===== config.mk =====
export PLATFORM = sky130hd
export DESIGN_NAME = clock_core
export DESIGN_NICKNAME = d
export VERILOG_FILES = /design/src/rtl/clock_pkg.sv /design/src/rtl/bcd_mod60.sv /design/src/rtl/clock_core.sv
export SDC_FILE = /design/constraint.sdc
export NUM_CORES = 1
export LEC_CHECK = 0
export ABC_CLOCK_PERIOD_IN_PS = 3660
export CAP_MARGIN = 20
export CORE_MARGIN = 2
export CORE_UTILIZATION = 50
export CTS_CLUSTER_DIAMETER = 80
export DETAILED_ROUTE_END_ITERATION = 8
export HOLD_SLACK_MARGIN = 0.1
export PLACE_DENSITY_LB_ADDON = 0.1
export REMOVE_ABC_BUFFERS = 1
export SYNTH_ARGS = -nofsm -noshare
export SYNTH_HDL_FRONTEND = slang
export SYNTH_SLANG_ARGS = --single-unit

===== constraint.sdc =====
create_clock -name CLK -period 3.66 [get_ports CLK]
set_clock_uncertainty 0.15 [all_clocks]
set_input_delay 0.732 -clock CLK [delete_from_list [all_inputs] [get_ports CLK]]
set_output_delay 0.732 -clock CLK [all_outputs]
set_load 0.01 [all_outputs]

===== src/rtl/clock_pkg.sv =====
// Shared state encoding, BCD limits and BCD increment helper for the time-of-day counter.
package clock_pkg;

  typedef enum logic [1:0] {
    RUN      = 2'd0,
    SET_HOUR = 2'd1,
    SET_MIN  = 2'd2
  } state_t;

  localparam logic [7:0] BCD_59 = 8'h59;
  localparam logic [7:0] BCD_23 = 8'h23;
  localparam logic [7:0] BCD_12 = 8'h12;
  localparam logic [7:0] BCD_11 = 8'h11;
  localparam logic [7:0] BCD_01 = 8'h01;

  // Two-digit packed BCD +1; the caller handles the modulus wrap.
  function automatic logic [7:0] bcd_inc(input logic [7:0] v);
    logic [7:0] r;
    if (v[3:0] == 4'd9) r = {v[7:4] + 4'd1, 4'd0};
    else                r = v + 8'd1;
    return r;
  endfunction

endpackage


===== src/rtl/bcd_mod60.sv =====
// Two-digit BCD mod-60 counter; CO flags an increment that wraps 59->00.
module bcd_mod60
  import clock_pkg::*;
(
  input  logic       CLK,
  input  logic       RST,
  input  logic       INC,
  input  logic       CLR,
  output logic [7:0] Q,
  output logic       CO
);

  assign CO = INC & (Q == BCD_59);

  always_ff @(posedge CLK) begin
    if (RST)      Q <= 8'h00;
    else if (CLR) Q <= 8'h00;
    else if (INC) Q <= (Q == BCD_59) ? 8'h00 : bcd_inc(Q);
  end

endmodule


===== src/rtl/clock_core.sv =====
// Time-of-day counter with RUN/SET_HOUR/SET_MIN mode machine.
// Define CLOCK_CORE_HOUR12_EN for 12-hour format with PM flag.
module clock_core
  import clock_pkg::*;
#(
  parameter int unsigned TICKS_PER_SEC = 100
) (
  input  logic       CLK,
  input  logic       RST,
  input  logic       CE10,
  input  logic       MODE,
  input  logic       UP,
  output logic [7:0] SEC,
  output logic [7:0] MIN,
  output logic [7:0] HOUR,
  output logic       PM,
  output logic [1:0] STATE,
  output logic       TICK1S
);

  localparam int unsigned SUB_W = (TICKS_PER_SEC > 1) ? $clog2(TICKS_PER_SEC) : 1;
  localparam logic [SUB_W-1:0] SUB_MAX = SUB_W'(TICKS_PER_SEC - 1);

  state_t           state;
  logic [SUB_W-1:0] sub;
  logic             tick_c;
  logic             sec_co;
  logic             min_co;
  logic             sec_clr_c;
  logic             min_inc_c;
  logic             hour_inc_c;

  // MODE takes priority over UP in the same cycle.
  assign tick_c     = CE10 & (state == RUN) & (sub == SUB_MAX);
  assign sec_clr_c  = MODE & (state == SET_MIN);
  assign min_inc_c  = sec_co | (UP & ~MODE & (state == SET_MIN));
  assign hour_inc_c = (min_co & (state == RUN)) | (UP & ~MODE & (state == SET_HOUR));

  bcd_mod60 u_sec (
    .CLK (CLK),
    .RST (RST),
    .INC (tick_c),
    .CLR (sec_clr_c),
    .Q   (SEC),
    .CO  (sec_co)
  );

  bcd_mod60 u_min (
    .CLK (CLK),
    .RST (RST),
    .INC (min_inc_c),
    .CLR (1'b0),
    .Q   (MIN),
    .CO  (min_co)
  );

  assign STATE = state;

  // Mode machine, prescaler and seconds pulse.
  always_ff @(posedge CLK) begin
    if (RST) begin
      state  <= RUN;
      sub    <= '0;
      TICK1S <= 1'b0;
    end else begin
      TICK1S <= tick_c;
      if ((state == RUN) && CE10) sub <= tick_c ? '0 : sub + SUB_W'(1);
      if (MODE) begin
        case (state)
          RUN:      state <= SET_HOUR;
          SET_HOUR: state <= SET_MIN;
          default: begin
            state <= RUN;
            sub   <= '0;
          end
        endcase
      end
    end
  end

`ifdef CLOCK_CORE_HOUR12_EN
  // 12-hour: 12,01..11,12; PM flips on 11->12.
  always_ff @(posedge CLK) begin
    if (RST) begin
      HOUR <= BCD_12;
      PM   <= 1'b0;
    end else if (hour_inc_c) begin
      HOUR <= (HOUR == BCD_12) ? BCD_01 : bcd_inc(HOUR);
      if (HOUR == BCD_11) PM <= ~PM;
    end
  end
`else
  always_ff @(posedge CLK) begin
    if (RST)             HOUR <= 8'h00;
    else if (hour_inc_c) HOUR <= (HOUR == BCD_23) ? 8'h00 : bcd_inc(HOUR);
  end

  assign PM = 1'b0;
`endif

endmodule


=== Yosys cells after proc, flatten, opt, wreduce, memory -nomap -nowiden ===
Cells that the tools add are included.

* Flip-flop bits (word level): 34
* Bits in latches: 0
* Bits in writable memories: 0
* ROM bits: 0
* Input port bits: 5
* Output and inout port bits: 28
* Memories: 0

* Add/subtract/negate cells: 7
* Multiply operators: 0
* Div/mod/pow operators: 0
* Order comparisons: 0
* Equality and inequality tests: 9
* Shift-type cells: 0
* Mux-type cells: 11
* Bitwise operators: 12
* Reductions and logical operators: 4

{| class="wikitable"
|+ Operators with widths
! kind !! number
|-
| 2-to-1 mux 8 bit || 6
|-
| 2-to-1 mux 7 bit || 4
|-
| adder 8 x 1 -> 8 bit, second input constant || 3
|-
| == test 8 x 7 -> 1 bit, second input constant || 2
|-
| adder 4 x 1 -> 4 bit, second input constant || 3
|-
| == test 4 bit, second input constant || 3
|-
| AND 1 bit || 9
|-
| == test 8 x 6 -> 1 bit, second input constant || 1
|-
| adder 7 x 1 -> 7 bit, second input constant || 1
|-
| == test 7 bit, second input constant || 1
|-
| one-hot mux 2 bit (2 select lines) || 1
|-
| OR reduction 2 bit || 2
|-
| == test 2 x 1 -> 1 bit, second input constant || 1
|-
| == test 2 bit, second input constant || 1
|-
| logical NOT 2 bit || 1
|-
| OR 1 bit || 2
|-
| logical AND 1 bit || 1
|-
| inverter 1 bit || 1
|}

=== Logic depth before layout (Yosys ltp) ===
* Word-level depth: 8
* Gate-level depth with buffers: 7
* Gate-level depth less buffers: 7

=== By module ===
Synthesis repeated with hierarchy kept, for this count alone.

* Cells, all modules: 231
* Area, all modules: 1994.4 µm²

{| class="wikitable"
|+ By module, submodules not included
! module !! times used !! cells each !! area each (µm²) !! sequential area each (µm²)
|-
| bcd_mod60 || 2 || 59 || 505.5 || 160.2
|-
| clock_core || 1 || 113 || 983.4 || 360.3
|}

=== Least setup slack after synthesis ===
No wires, ideal clock.

* Kind: input port to flip-flop
* Start: input CE10
* End: register HOUR[6]
* Data arrival time: 2193 ps
* Required time: 3440 ps
* Slack: 1246 ps
* Cell stages on the path: 6
* Path buffers: 1
* Path through: nor4bb_1 buf_4 and4bb_4 a41oi_4 or4_1 a21oi_1

* Word-level cells in the longest chain between the ends: 7

{| class="wikitable"
|+ RTL lines
! what !! line !! RTL
|-
| from (decl) || clock_core.sv:10 || <nowiki>input logic CE10,</nowiki>
|-
| AND 1 bit (2 in series) || clock_core.sv:34 || <nowiki>assign tick_c = CE10 & (state == RUN) & (sub == SUB_MAX);</nowiki>
|-
| AND 1 bit || bcd_mod60.sv:13 || <nowiki>assign CO = INC & (Q == BCD_59);</nowiki>
|-
| OR 1 bit || clock_core.sv:36 || <nowiki>assign min_inc_c = sec_co | (UP & ~MODE & (state == SET_MIN));</nowiki>
|-
| AND 1 bit || bcd_mod60.sv:13 ||
|-
| AND 1 bit || clock_core.sv:37 || <nowiki>assign hour_inc_c = (min_co & (state == RUN)) | (UP & ~MODE & (state == SET_HOUR));</nowiki>
|-
| OR 1 bit || clock_core.sv:37 ||
|-
| to (signal assigned) || clock_core.sv:95 || <nowiki>else if (hour_inc_c) HOUR <= (HOUR == BCD_23) ? 8'h00 : bcd_inc(HOUR);</nowiki>
|-
| to (decl) || clock_core.sv:15 || <nowiki>output logic [7:0] HOUR,</nowiki>
|}

Every way passes these cells.
A chain may end at the register's enable or synchronous reset.

=== Final worst setup path ===
* Start: input MODE
* End: register u_min.Q[6]

* Word-level cells in the longest chain between the ends: 4

{| class="wikitable"
|+ RTL lines
! what !! line !! RTL
|-
| from (decl) || clock_core.sv:11 || <nowiki>input logic MODE,</nowiki>
|-
| inverter 1 bit || clock_core.sv:36 ||
|-
| AND 1 bit (2 in series) || clock_core.sv:36 ||
|-
| OR 1 bit || clock_core.sv:36 ||
|-
| to (signal assigned) || bcd_mod60.sv:18 || <nowiki>else if (INC) Q <= (Q == BCD_59) ? 8'h00 : bcd_inc(Q);</nowiki>
|-
| to (decl) || bcd_mod60.sv:9 || <nowiki>output logic [7:0] Q,</nowiki>
|}

Every way passes these cells.

==> impl_metrics.ini <==
[run_status]
outcome = finished clean

[route]
drt-initial-drc-count = 95
wl_per_cell_um = 13.0
ant_nets = 0
num_vias = 1751
drt-total-wl_mm = 4.04
drc = 0
drt_first_pass_iters = 4
vias_per_cell = 5.63

[synthesis]
syn_area_sq_um = 1970
yosys_warnings = 0
syn_area_per_cell_sq_um = 8.59
synth_edf_count = 0
syn-instance-count = 229
async_flop_share = 0
ys_ff_latch = 34
ys.flop_type = dfxtp_1
synth_cell_types = 56
seq_area_frac_synth = 0.346

[global_route]
track_usage = 0.201
overflow = 0
grt_start_max_net_pins = 22
antenna_found_initial = 0
grt_pass1_wl_mm = 6.93
grt_pass1_vias = 1575

[critical_path]
worstSetupStartpointType = input port
r2r-start = u_min.Q[0]
end_kind = flop
r2r_slack_ns = 1.36
crit_required_ns = 3.69
reg2reg_depth = 6
critPathKind = input port to flop
cp_max_fo = 7
worstPathArrival_ns = 2.80
reg2reg_to = HOUR[6]

[die]
start_util = 0.530
io_pins = 33
design.core.area_sq_um = 3720
rows = 22
die-height_um = 66.7
die_w_um = 66.7
die_area_sq_um = 4450

[pwr]
power_per_cell_area_nw_per_um2 = 310
peakVddDrop_uv = 270
seq_power_share = 0.506
power_frac_comb = 0.052
p_switching_uw = 155
switching_share = 0.207
leakage_uw = 0.000870
power.internal_uw = 596
p_clk_frac = 0.442

[sta]
fin_hold_ws_ns = 0.340
hold_viol_final = 0
fmax_mhz = 360
setup_tns_ns = 0
maxSlewHeadroom = 0.472
timing.final.crit_share = 0.758
period_minus_slack_ns = 2.78
rsz0062_at_grt = false
drv_slew = 0
worst_pin_slew_ns = 0.781
finalSetupViolations = 0

[placed_design]
io_buffers = 31
gp_congestion = 0.802
hpwl_mm = 2.90
dp_cells = 303

[finish]
nNetsFinal = 280
fill_cells = 323
n_antenna_cell = 0
syn2layout_area_growth_pct = 22.9
final-instance-count-excl-fill = 311
layout-drive-gt1-share = 0.0684
final_core_utilization = 0.651

[cts]
cts-root-buf = clkbuf_8
numCtsBuffers = 5
cts_tree = done
cts_buffer_depth = 2
postCtsSetupBuffers = 0
clkLatencyLatePin_ns = 0.28
clkSinkCount = 34
cts_htree_levels = 2
clk_pin_slew_worst_paths_ns = 0.07
cts_resized = 0
postCtsHoldBufs = 0

[hold_path]
holdPathStages = 2
hp-class = flop to flop
min_to = sub[1]
hold_start = sub[1]

[job]
cap_violations = 0
-- how the worst max path moves through the flow --
stage	from	end	slack (ns)	depth (start not counted)
global route	MODE	u_min.Q[6]	0.78	6
floorplan	CE10	HOUR[6]	0.88	5
global placement	CE10	HOUR[7]	0.67	6
CTS	MODE	u_min.Q[6]	0.90	6
finish	MODE	u_min.Q[6]	0.88	6
detailed placement	MODE	u_min.Q[6]	0.60	6
-- worst max-delay path: stages --
cell and delay, ns:
clkdlybuf4s50_1 0.49, nor4bb_1 0.73, o21ba_2 0.25, nor4b_1 0.33
xor2_1 0.10, and2_1 0.16
-- Yosys cell counts (3+ instances only) --
cell	count	area (sq um)
o31ai_1	4	30.0
nand2_1	13	48.8
a21oi_1	22	110
or4_1	4	30.0
clkbuf_1	4	15.0
ha_1	13	163
and2_1	4	25.0
xnor2_1	4	35.0
o21ai_0	9	45.0
nand3b_1	7	52.6
nor2_1	22	82.6
dfxtp_1	34	681
a31oi_1	3	18.8
nand2b_1	4	25.0
nand3_1	8	40.0
and3_1	6	37.5
nor2b_1	3	18.8
nor3_1	6	30.0
inv_1	9	33.8
-- cell type report --
class | count | area [sq um] | share of cell area
tap | 48 | 60.1 | 0.0248
sequential | 34 | 681 | 0.281
multi-input combinational | 179 | 1210 | 0.501
clock buffer | 7 | 76.3 | 0.0316
clock inverter | 1 | 30.0 | 0.0124
inverter | 9 | 33.8 | 0.0140
timing repair buffer | 33 | 325 | 0.135
-- cell usage in the layout (no fill, tap or decap), drive strengths merged, types with 2 or more instances in the layout --
cell,instances
xor2,2
a41oi,2
a21oi,23
dfxtp,34
nand3b,7
nor4bb,2
clkdlybuf4s50,31
nor3,6
buf,2
inv,9
nor4b,2
mux2i,2
and3,7
nand2b,4
clkbuf,7
nor2b,3
ha,13
o31ai,4
nand4,2
xnor2,4
a21boi,3
a211oi,2
a221oi,2
nor2,23
or4,4
nand2,13
or3,2
a31oi,3
o21ai,9
nand3,8
or3b,2
and2,4
nand4b,2
a32o,2
-- metrics by stage --
step	setup WS, ns	power (uW)	cell area [sq um]
after global routing	0.778	781	2420
final	0.885	751	2420
after CTS	0.905	760	2420
after detailed placement	0.598	427	2310
after floorplan	0.883	408	1930
after global placement	0.668	427	2310
-- kinds of logic (layout without fill, tap and decap cells) --
kind of cell	Yosys count	after routing	share of synthesized area
compound gates	59	59	0.203
xor+xnor	6	6	0.0267
fa+ha+maj	13	13	0.0826
buf+inv	16	50	0.0381
flops	34	34	0.346
mux	3	3	0.0159
other cells	1	1	0.00191
simple gates	97	97	0.285
-- per-layer routing --
metal | up-vias | routed length, um | global-route usage
li1 | 903 | - | -
met1 | 800 | 2090 | 0.277
met2 | 44 | 1710 | 0.309
met3 | 4 | 211 | 0.0456
met4 | 0 | 38 | 0.0689
met5 | - | 0 | 0
-- power by group through the flow --
stage               clock, uW  combinational (uW)  sequential, uW
floorplan                   0                20.2             388
global placement            0                38.6             388
detailed placement          0                38.7             388
CTS                       341                39.0             380
global route              358                42.9             380
finish                    332                38.7             380
-- state kept, by name (all words and copies together) (netlist names) --
signal	count
STATE	2
sub	7
u_sec.Q	8
TICK1S	1
u_min.Q	8
HOUR	8
No activity file was read; power rests on OpenSTA's default activity.
